[src/rtl/keypad_entry.sv]
// rtl/keypad_entry.sv - scanned 4x4 keypad reader building a 4-digit decimal operand
module keypad_entry #(
    parameter int SCAN_DIV = 100000,
    parameter int DB_SCANS = 4
) (
    input  logic        clk_i,
    input  logic        rst_i,
    input  logic [3:0]  row_i,
    output logic [0:3]  col_o,
    output logic [13:0] entry_o,
    output logic [2:0]  ndig_o,
    output logic        key_valid_o,
    output logic [3:0]  key_code_o,
    output logic [13:0] value_o,
    output logic        value_valid_o,
    output logic        err_o
);

    localparam int SW = (SCAN_DIV > 1) ? $clog2(SCAN_DIV) : 1;
    localparam logic [SW-1:0] SLOT_LAST = SW'(SCAN_DIV - 1);
    localparam int CW = $clog2(DB_SCANS + 1);
    localparam logic [CW-1:0] DB_LAST = CW'(DB_SCANS);

    typedef enum logic [1:0] {S_IDLE, S_PRESS, S_HELD, S_RELEASE} state_t;

    logic [3:0]    row_meta_q, row_sync_q;
    logic [SW-1:0] slot_q;
    logic [1:0]    colidx_q;
    logic [0:3]    col_q;
    logic [15:0]   snap_q;
    logic          scan_done_q;

    state_t        state_q;
    logic [3:0]    cand_q;
    logic [CW-1:0] cnt_q, cnt_inc;
    logic          key_valid_q;
    logic [3:0]    key_code_q;

    logic [13:0]   entry_q, entry_d, value_q, value_d;
    logic [2:0]    ndig_q, ndig_d;
    logic          value_valid_q, value_valid_d, err_q, err_d;

    logic [4:0]    hits;
    logic [3:0]    hit_idx;
    logic          is_none, is_one;

    function automatic logic [0:3] col_drive(input logic [1:0] c);
        logic [0:3] d;
        d    = 4'b1111;
        d[c] = 1'b0;
        return d;
    endfunction

    function automatic logic [3:0] code_of(input logic [3:0] k);
        case (k)
            4'd0:  code_of = 4'd1;
            4'd1:  code_of = 4'd2;
            4'd2:  code_of = 4'd3;
            4'd3:  code_of = 4'd10;
            4'd4:  code_of = 4'd4;
            4'd5:  code_of = 4'd5;
            4'd6:  code_of = 4'd6;
            4'd7:  code_of = 4'd11;
            4'd8:  code_of = 4'd7;
            4'd9:  code_of = 4'd8;
            4'd10: code_of = 4'd9;
            4'd11: code_of = 4'd12;
            4'd12: code_of = 4'd14;
            4'd13: code_of = 4'd0;
            4'd14: code_of = 4'd15;
            default: code_of = 4'd13;
        endcase
    endfunction

    // Snapshot bit index is row*4+col; a set bit means the key was seen pressed.
    always_ff @(posedge clk_i or posedge rst_i) begin
        if (rst_i) begin
            row_meta_q  <= 4'hF;
            row_sync_q  <= 4'hF;
            slot_q      <= '0;
            colidx_q    <= 2'd0;
            col_q       <= 4'b0111;
            snap_q      <= '0;
            scan_done_q <= 1'b0;
        end else begin
            row_meta_q  <= row_i;
            row_sync_q  <= row_meta_q;
            scan_done_q <= 1'b0;
            if (slot_q == SLOT_LAST) begin
                slot_q <= '0;
                for (int r = 0; r < 4; r++) begin
                    snap_q[{2'(r), colidx_q}] <= ~row_sync_q[r];
                end
                colidx_q    <= colidx_q + 2'd1;
                col_q       <= col_drive(colidx_q + 2'd1);
                scan_done_q <= (colidx_q == 2'd3);
            end else begin
                slot_q <= slot_q + 1'b1;
            end
        end
    end

    always_comb begin
        hits    = 5'd0;
        hit_idx = 4'd0;
        for (int i = 0; i < 16; i++) begin
            if (snap_q[i]) begin
                hits    = hits + 5'd1;
                hit_idx = 4'(i);
            end
        end
        is_none = (hits == 5'd0);
        is_one  = (hits == 5'd1);
    end

    assign cnt_inc = cnt_q + CW'(1);

    always_ff @(posedge clk_i or posedge rst_i) begin
        if (rst_i) begin
            state_q     <= S_IDLE;
            cand_q      <= 4'd0;
            cnt_q       <= '0;
            key_valid_q <= 1'b0;
            key_code_q  <= 4'd0;
        end else begin
            key_valid_q <= 1'b0;
            if (scan_done_q) begin
                case (state_q)
                    S_IDLE: begin
                        if (is_one) begin
                            cand_q <= hit_idx;
                            if (DB_LAST == CW'(1)) begin
                                key_valid_q <= 1'b1;
                                key_code_q  <= code_of(hit_idx);
                                state_q     <= S_HELD;
                            end else begin
                                cnt_q   <= CW'(1);
                                state_q <= S_PRESS;
                            end
                        end
                    end
                    S_PRESS: begin
                        if (is_one && hit_idx == cand_q) begin
                            if (cnt_inc == DB_LAST) begin
                                key_valid_q <= 1'b1;
                                key_code_q  <= code_of(cand_q);
                                state_q     <= S_HELD;
                            end else begin
                                cnt_q <= cnt_inc;
                            end
                        end else begin
                            state_q <= S_IDLE;
                        end
                    end
                    S_HELD: begin
                        if (is_none) begin
                            if (DB_LAST == CW'(1)) begin
                                state_q <= S_IDLE;
                            end else begin
                                cnt_q   <= CW'(1);
                                state_q <= S_RELEASE;
                            end
                        end
                    end
                    default: begin
                        if (is_none) begin
                            if (cnt_inc == DB_LAST) state_q <= S_IDLE;
                            else cnt_q <= cnt_inc;
                        end else begin
                            state_q <= S_HELD;
                        end
                    end
                endcase
            end
        end
    end

    // Four digits cap entry at 9999, so entry*10+d always fits in 14 bits.
    always_comb begin
        entry_d       = entry_q;
        ndig_d        = ndig_q;
        value_d       = value_q;
        value_valid_d = 1'b0;
        err_d         = 1'b0;
        if (key_valid_q) begin
            if (key_code_q < 4'd10) begin
                if (ndig_q < 3'd4) begin
                    entry_d = entry_q * 14'd10 + {10'd0, key_code_q};
                    ndig_d  = ndig_q + 3'd1;
                end else begin
                    err_d = 1'b1;
                end
            end else begin
                case (key_code_q)
                    4'd10: begin
                        entry_d = 14'd0;
                        ndig_d  = 3'd0;
                    end
                    4'd11: begin
                        if (ndig_q != 3'd0) begin
                            entry_d = entry_q / 14'd10;
                            ndig_d  = ndig_q - 3'd1;
                        end
                    end
                    4'd15: begin
                        value_d       = entry_q;
                        value_valid_d = 1'b1;
                        entry_d       = 14'd0;
                        ndig_d        = 3'd0;
                    end
                    default: ;
                endcase
            end
        end
    end

    always_ff @(posedge clk_i or posedge rst_i) begin
        if (rst_i) begin
            entry_q       <= 14'd0;
            ndig_q        <= 3'd0;
            value_q       <= 14'd0;
            value_valid_q <= 1'b0;
            err_q         <= 1'b0;
        end else begin
            entry_q       <= entry_d;
            ndig_q        <= ndig_d;
            value_q       <= value_d;
            value_valid_q <= value_valid_d;
            err_q         <= err_d;
        end
    end

    assign col_o         = col_q;
    assign entry_o       = entry_q;
    assign ndig_o        = ndig_q;
    assign key_valid_o   = key_valid_q;
    assign key_code_o    = key_code_q;
    assign value_o       = value_q;
    assign value_valid_o = value_valid_q;
    assign err_o         = err_q;

endmodule

[config.mk]
export PLATFORM = sky130hd
export DESIGN_NAME = keypad_entry
export DESIGN_NICKNAME = d
export VERILOG_FILES = /design/src/rtl/keypad_entry.sv
export SDC_FILE = /design/constraint.sdc
export NUM_CORES = 1
export LEC_CHECK = 0
export BUFFER_PORTS_ARGS = -buffer_cell sky130_fd_sc_hd__buf_2
export CAP_MARGIN = 20
export CORE_UTILIZATION = 60
export CTS_CLUSTER_SIZE = 40
export DETAILED_ROUTE_END_ITERATION = 8
export PLACE_DENSITY = 0.8
export SETUP_SLACK_MARGIN = 0.4
export SYNTH_ARGS = -nofsm -noshare
export SYNTH_HDL_FRONTEND = slang
export SYNTH_SLANG_ARGS = --single-unit
[constraint.sdc]
create_clock -name clk_i -period 19 [get_ports clk_i]
set_clock_uncertainty 0.1 [all_clocks]
set_input_delay 2.85 -clock clk_i [delete_from_list [all_inputs] [get_ports clk_i]]
set_output_delay 2.85 -clock clk_i [all_outputs]
set_load 0.03 [all_outputs]
Yosys cells after proc, flatten, opt, wreduce, memory -nomap -nowiden
Memory sizes are Yosys's and may differ from the RTL's. A register that Yosys moved wholly into a read port is not among the register bits.
Cells that the tools add are included.
{ "word_totals": {"latchBits": 0, "regBits": 91, "out_inout_bits": 42, "elab_cells": 172, "memories": 1, "rom_bits": 64, "mem_bits_rw": 0, "inputBits": 6} }
{ "classes": {"div": 1, "n_mul": 1, "n_reduce_logical": 18, "n_eq_ne": 17, "n_lt_le_gt_ge": 12, "add_sub_neg": 21, "muxes": 78, "n_bitwise": 7, "shift": 0} }
{ "memory_table": {"columns": ["memory", "depth", "width", "rd", "rd_ports_with_merged_regs", "wr", "line_no", "text"], "rows": [
  ["(name not given)", 16, 4, 1, 1, 0, "55", "case (k)"]
]} }
{ "ops": {"columns": ["cell", "count"], "rows": [
  ["5-bit by 1-bit adder with 5-bit output (second input constant)", 15],
  ["5-bit 2-to-1 mux", 15],
  ["16-bit bitwise mux", 4],
  ["4-bit 2-to-1 mux", 14],
  ["14-bit 2-to-1 mux", 3],
  ["14-bit case mux with 2 select lines", 1],
  ["3-bit 2-to-1 mux", 8],
  ["1-bit 2-to-1 mux", 18],
  ["17-bit by 1-bit adder with 17-bit output (second input constant)", 1],
  ["17-bit == test (second input constant)", 1],
  ["17-bit 2-to-1 mux", 1],
  ["14-bit by 4-bit adder with 14-bit output", 1],
  ["14-bit by 4-bit divider with 14-bit output (second input constant)", 1],
  ["14-bit by 3-bit multiplier with 13-bit output (second input constant)", 1],
  ["4-bit == test (second input constant)", 3],
  ["2-bit 2-to-1 mux", 6],
  ["1-bit demux with 2-bit select", 5],
  ["4-bit by 5-bit less-than comparator with 1-bit output (second input constant)", 2],
  ["5-bit AND reduction", 2],
  ["3-bit case mux with 3 select lines", 1],
  ["3-bit nonzero test", 3],
  ["4-bit by 1-bit greater-or-equal comparator with 1-bit output (second input constant)", 2],
  ["4-bit AND reduction", 2],
  ["3-bit by 1-bit adder with 3-bit output (second input constant)", 2],
  ["29 further kinds", 43]
]} }

Depth between registers and ports, before layout
{ "logic_depth": {"depth_word": 36, "ltp_mapped": 50, "mapped_depth_nobuf": 49} }

Least setup slack after synthesis
No wires, ideal clock.
{ "synth_path": {"path_kind": "register to register", "startpoint": "register snap_q[0]", "endpoint": "register state_q[1]", "n_path_buf": 1, "setup_ns": 0.125, "period_less_slack_ns": 9.728, "path_slack_ns": 9.272, "path_stages_with_launch": 48, "t_arrival_ns": 9.503, "required_time_ns": 18.775, "path_cell_list": "dfrtp_1 > ha_1 > or2_1 > nand2_1 > inv_1 > ha_1 > nand2_1 > o21ai_0 > ha_1 > mux2_2 > ha_1 > a32o_1 > or2_2 > ha_1 > nor2b_1 > nor2_1 > ha_1 > a21oi_1 > [12 not listed] > ha_1 > nand2_1 > o21ai_0 > ha_1 > o22ai_1 > nor3_1 > ha_1 > nand2_1 > a21bo_2 > ha_1 > nor4bb_1 > nor3_1 > nor4b_1 > o211a_1 > or2_1 > buf_6 > mux2_4 > mux2_4"} }
{ "synth_between": {"elab_chain_len": 35, "word_cells_on_any_way": 42, "classes_between": "add/sub: 15; eq/ne: 5; mux: 19; reduce/logical: 3"} }
{ "synth_rtl": {"columns": ["element", "line_no", "text"], "rows": [
  ["from (decl)", "30", "logic [15:0] snap_q;"],
  ["from (signal, indexed assignment)", "92", "snap_q[{2'(r), colidx_q}] <= ~row_sync_q[r];"],
  ["1-bit 2-to-1 mux *", "107", "if (snap_q[i]) begin"],
  ["5-bit by 1-bit adder with 5-bit output", "108", "hits = hits + 5'd1;"],
  ["5-bit 2-to-1 mux *", "107", null],
  ["5-bit by 1-bit adder with 5-bit output", "108", null],
  ["5-bit 2-to-1 mux *", "107", null],
  ["5-bit by 1-bit adder with 5-bit output", "108", null],
  ["5-bit 2-to-1 mux *", "107", null],
  ["5-bit by 1-bit adder with 5-bit output", "108", null],
  ["[19 not listed]", null, null],
  ["5-bit by 1-bit adder with 5-bit output", "108", null],
  ["5-bit 2-to-1 mux *", "107", null],
  ["5-bit by 1-bit adder with 5-bit output", "108", null],
  ["5-bit 2-to-1 mux *", "107", null],
  ["5-bit by 1-bit == test with 1-bit output", "113", "is_one = (hits == 5'd1);"],
  ["1-bit logical AND", "143", "if (is_one && hit_idx == cand_q) begin"],
  ["3-bit != test (no source line) / 2-bit 2-to-1 mux (equally long branches)", null, null],
  ["5-bit AND reduction (no source line) / 2-bit case mux with 3 select lines (equally long branches)", null, null],
  ["to (signal assigned)", "120", "state_q <= S_IDLE;"],
  ["to (signal assigned)", "147", "state_q <= S_HELD;"],
  ["to (signal assigned)", "152", "state_q <= S_IDLE;"],
  ["to (decl)", "33", "state_t state_q;"]
]} }
Every way passes the cells marked *; elsewhere a longest branch is shown, timed or not.
A chain may end at the register's enable or synchronous reset.

Final worst setup path
{ "layout_path": {"startpoint": "register snap_q[1]", "endpoint": "register key_code_q[1] (netlist: key_code_o[1])"} }
{ "layout_between": {"elab_chain_len": 32, "word_cells_on_any_way": 48, "classes_between": "add/sub: 14; eq/ne: 2; mux: 30; reduce/logical: 2"} }
{ "layout_rtl": {"columns": ["element", "line_no", "text"], "rows": [
  ["5-bit 2-to-1 mux", "107", null],
  ["5-bit by 1-bit adder with 5-bit output", "108", null],
  ["5-bit 2-to-1 mux", "107", null],
  ["5-bit by 1-bit adder with 5-bit output", "108", null],
  ["5-bit 2-to-1 mux", "107", null],
  ["5-bit by 1-bit adder with 5-bit output", "108", null],
  ["5-bit 2-to-1 mux", "107", null],
  ["5-bit by 1-bit adder with 5-bit output", "108", null],
  ["[16 not listed]", null, null],
  ["5-bit 2-to-1 mux", "107", null],
  ["5-bit by 1-bit adder with 5-bit output", "108", null],
  ["5-bit 2-to-1 mux", "107", null],
  ["5-bit by 1-bit adder with 5-bit output", "108", null],
  ["5-bit 2-to-1 mux", "107", null],
  ["5-bit by 1-bit == test with 1-bit output", "113", null],
  ["1-bit logical AND *", "143", null],
  ["4-bit AND reduction (no source line) *", null, null],
  ["to (decl)", "37", "logic [3:0] key_code_q;"]
]} }
Marks and branches as above.

==> results.py <==
metrics = {
    "status": {
        "status": "completed",
    },
    "critical_path": {
        "start_kind": "flip-flop",
        "r2r_end": "key_code_o[1]$_DFFE_PP0P_",
        "crit_fanout": 7,
        "r2r_cells": 45,
        "worst_ep_arrival_time_ns": 10.75,
        "cp.required_ns": 19.13,
        "worstSetupPathType": "reg -> reg",
        "worstSetupEndpoint": "key_code_o[1]$_DFFE_PP0P_",
        "cp_slowest_cell": "o311ai_1",
        "cp_common_cell": "ha_1",
        "rrSetupSlack_ns": 8.38,
        "end_kind": "flip-flop",
        "r2r-start": "snap_q[1]$_DFFE_PP0P_",
        "crit_start": "snap_q[1]$_DFFE_PP0P_",
        "cpPeakStageDelay_ns": 0.56,
    },
    "timing": {
        "slew_violations": 0,
        "finalWorstSetupSlack_ns": 8.38,
        "setup_viol": 0,
        "timing.fmax_mhz": 94.1,
        "final-hold-violation-count": 0,
        "fin_crit_ns": 10.62,
        "worst_pin_slew_ns": 0.907,
        "finalCritPeriodShare_pct": 55.9,
        "setup_tns_ns": 0,
        "relSlewSlack_pct": 39.1,
        "rsz0062_at_grt": "no",
    },
    "routing": {
        "wl_per_cell_um": 15.1,
        "via_per_inst": 6.00,
        "first_pass_iters": 6,
        "wirelength_mm": 16.5,
        "vias": 6565,
        "ant_nets": 0,
        "post-route-drc-count": 0,
        "dr.first_iter.drc_count": 443,
    },
    "min_path": {
        "worstHoldStart": "row_meta_q[3]$_DFF_PP1_",
        "min_path_type": "reg -> reg",
    },
    "die": {
        "start_util_pct": 61.9,
        "chipWidth_um": 117,
        "dieArea_um2": 13600,
        "core_um2": 12700,
        "die_y_um": 117,
        "pin_count": 48,
        "rows": 41,
    },
    "clocking": {
        "ctsResizeCount": 0,
        "htree_levels": 3,
        "cts_hold_buf": 0,
        "clk_pin_slew_ns": 0.06,
        "clock_path_buffers": 2,
        "root_buffer": "clkbuf_16",
        "cts_tree": "done",
        "cts_made_buffers": 9,
        "worstSkewPairLatency_ns": 0.35,
        "clkSinkCount": 95,
        "cts_setup_buffers": 0,
    },
    "global_routing": {
        "grt_pass1_wl_mm": 27.8,
        "antenna_found_initial": 0,
        "grt_overflow": 0,
        "grt_max_degree": 71,
        "grt_pass1_vias": 6078,
        "grt_usage_pct": 25.7,
    },
    "synth": {
        "ys.warnings.count": 0,
        "synthCells": 905,
        "syn_nets": 969,
        "syn-cell-area_um2": 7870,
        "yosysUniqueCellTypes": 82,
        "synth-edff-count": 0,
        "synth_seq_cells": 95,
        "async_reset_ff_share_pct": 100,
        "ys.flop_type": "dfrtp_1",
        "seq_area_frac_synth_pct": 30.4,
        "synth_area_per_cell_um2": 8.70,
    },
    "layout": {
        "final_area_um2": 8450,
        "diodes": 0,
        "area_growth_pct": 7.39,
        "drive_gt1_share_pct": 11.9,
        "fin_cells": 1094,
        "finalNetCount": 981,
    },
    "placed_design": {
        "post-place-ws_ns": 8.42,
        "dpl.cell_count": 1078,
        "portBuffers": 47,
        "place_congestion": 0.911,
        "post-dp-hpwl_mm": 12.0,
        "dpl_cell_area_um2": 8140,
    },
    "power_and_ir_drop": {
        "power_density_nw_per_um2": 47.0,
        "seq_power_share_pct": 51.5,
        "combPwrFrac_pct": 1.1,
        "switching_share_pct": 20.1,
        "max-vdd-ir-drop_v": 0.0000363,
        "p_leak_nw": 3.92,
        "power_switching_w": 0.0000797,
        "p_int_w": 0.000318,
        "clkPwrFrac_pct": 47.4,
    },
    "flow_run": {
        "drv_cap": 0,
    },
}
-- Yosys cell counts, types with 10 or more instances --
cell / instances / area (µm²)
nor3b_1: 11 / 82.6
a211oi_1: 13 / 97.6
xor2_1: 25 / 219
and3_1: 10 / 62.6
nor2_1: 53 / 199
xnor2_1: 62 / 543
inv_1: 52 / 195
nand3_1: 21 / 105
dfstp_2: 11 / 289
nor3_1: 25 / 125
mux2i_1: 20 / 200
clkbuf_1: 42 / 158
dfrtp_1: 84 / 2100
o21bai_1: 10 / 75.1
ha_1: 56 / 701
a21oi_1: 34 / 170
o21ai_0: 67 / 335
nand2b_1: 10 / 62.6
nand2_1: 110 / 413
mux2_2: 12 / 135
-- state kept, by name (all words and copies together) (netlist names), 14 cells and up --
| name | flops |
|---|---|
| slot_q | 17 |
| snap_q | 16 |
| entry_o | 14 |
| value_o | 14 |
-- kinds of logic after synthesis --
group	synth area share, %
simple gates	19.0
compound gates	18.4
buf+inv	5.15
xor+xnor	12.3
flops	30.4
fa+ha+maj	9.54
mux	5.21
-- how the worst min path moves through the flow --
stage	cells after the start	slack, ns	endpoint
after floorplan	0	0.25	row_sync_q[0]$_DFF_PP1_
after global placement	0	0.25	row_sync_q[3]$_DFF_PP1_
after detailed placement	0	0.25	row_sync_q[1]$_DFF_PP1_
after CTS	0	0.25	row_sync_q[3]$_DFF_PP1_
after global routing	0	0.26	row_sync_q[2]$_DFF_PP1_
final	0	0.25	row_sync_q[3]$_DFF_PP1_
-- layout by cell type, fill, tap and decap left out, drive strengths merged, types with 7 or more instances in the layout --
cell type	n
a211oi	13
a21o	7
a21oi	34
a31oi	7
and3	10
buf	49
clkbuf	14
dfrtp	84
dfstp	11
ha	56
inv	52
mux2	14
mux2i	20
nand2	110
nand2b	10
nand3	21
nand4	8
nor2	53
nor2b	9
nor3	26
nor3b	11
nor4	9
o21ai	67
o21bai	10
xnor2	62
xnor3	7
xor2	25
-- power groups by stage --
stage	Clock, W	Combinational (W)	Sequential (W)
2_1_floorplan	0	0.00000292	0.000208
3_3_place_gp	0	0.00000479	0.000208
3_5_place_dp	0	0.00000487	0.000208
4_1_cts	0.000192	0.00000484	0.000204
5_1_grt	0.000198	0.00000547	0.000204
6_report	0.000188	0.00000451	0.000204
-- final cells by class --
cell class                      count  area [µm²]
Clock buffer                       14         274
Clock inverter                      2        38.8
Fill cell                        1098        4270
Inverter                           55         209
Multi-Input combinational cell    707        5070
Sequential cell                    95        2390
Tap cell                          172         215
Timing Repair Buffer               49         250
-- per-stage QoR --
stage	util, %	power [W]	hold slack, ns
after detailed placement	64.0	0.000213	0.247
after CTS	66.4	0.000401	0.254
after global routing	66.4	0.000408	0.259
after global placement	64.0	0.000213	0.246
after floorplan	-	0.000211	0.245
final	66.4	0.000397	0.254
-- critical path: cells and delay by family (launching register included) --
| family | cells | cell delay (ns) |
|---|---|---|
| simple gates | 15 | 2.64 |
| compound gates | 11 | 2.39 |
| buf+inv | 3 | 0.17 |
| flops | 1 | 0.38 |
| fa+ha+maj | 13 | 3.95 |
| mux | 2 | 0.65 |
| xor+xnor | 1 | 0.22 |
-- metal layers --
| layer | vias to the layer above | part of all wire (%) | global-route usage, % |
|---|---|---|---|
| met5 | - | 0 | 0 |
| met3 | 30 | 3.8 | 2.44 |
| met2 | 152 | 47 | 42.7 |
| met1 | 3134 | 47 | 34.6 |
| li1 | 3249 | - | - |
| met4 | 0 | 2.0 | 10.3 |
No activity file was read; power rests on OpenSTA's default activity.
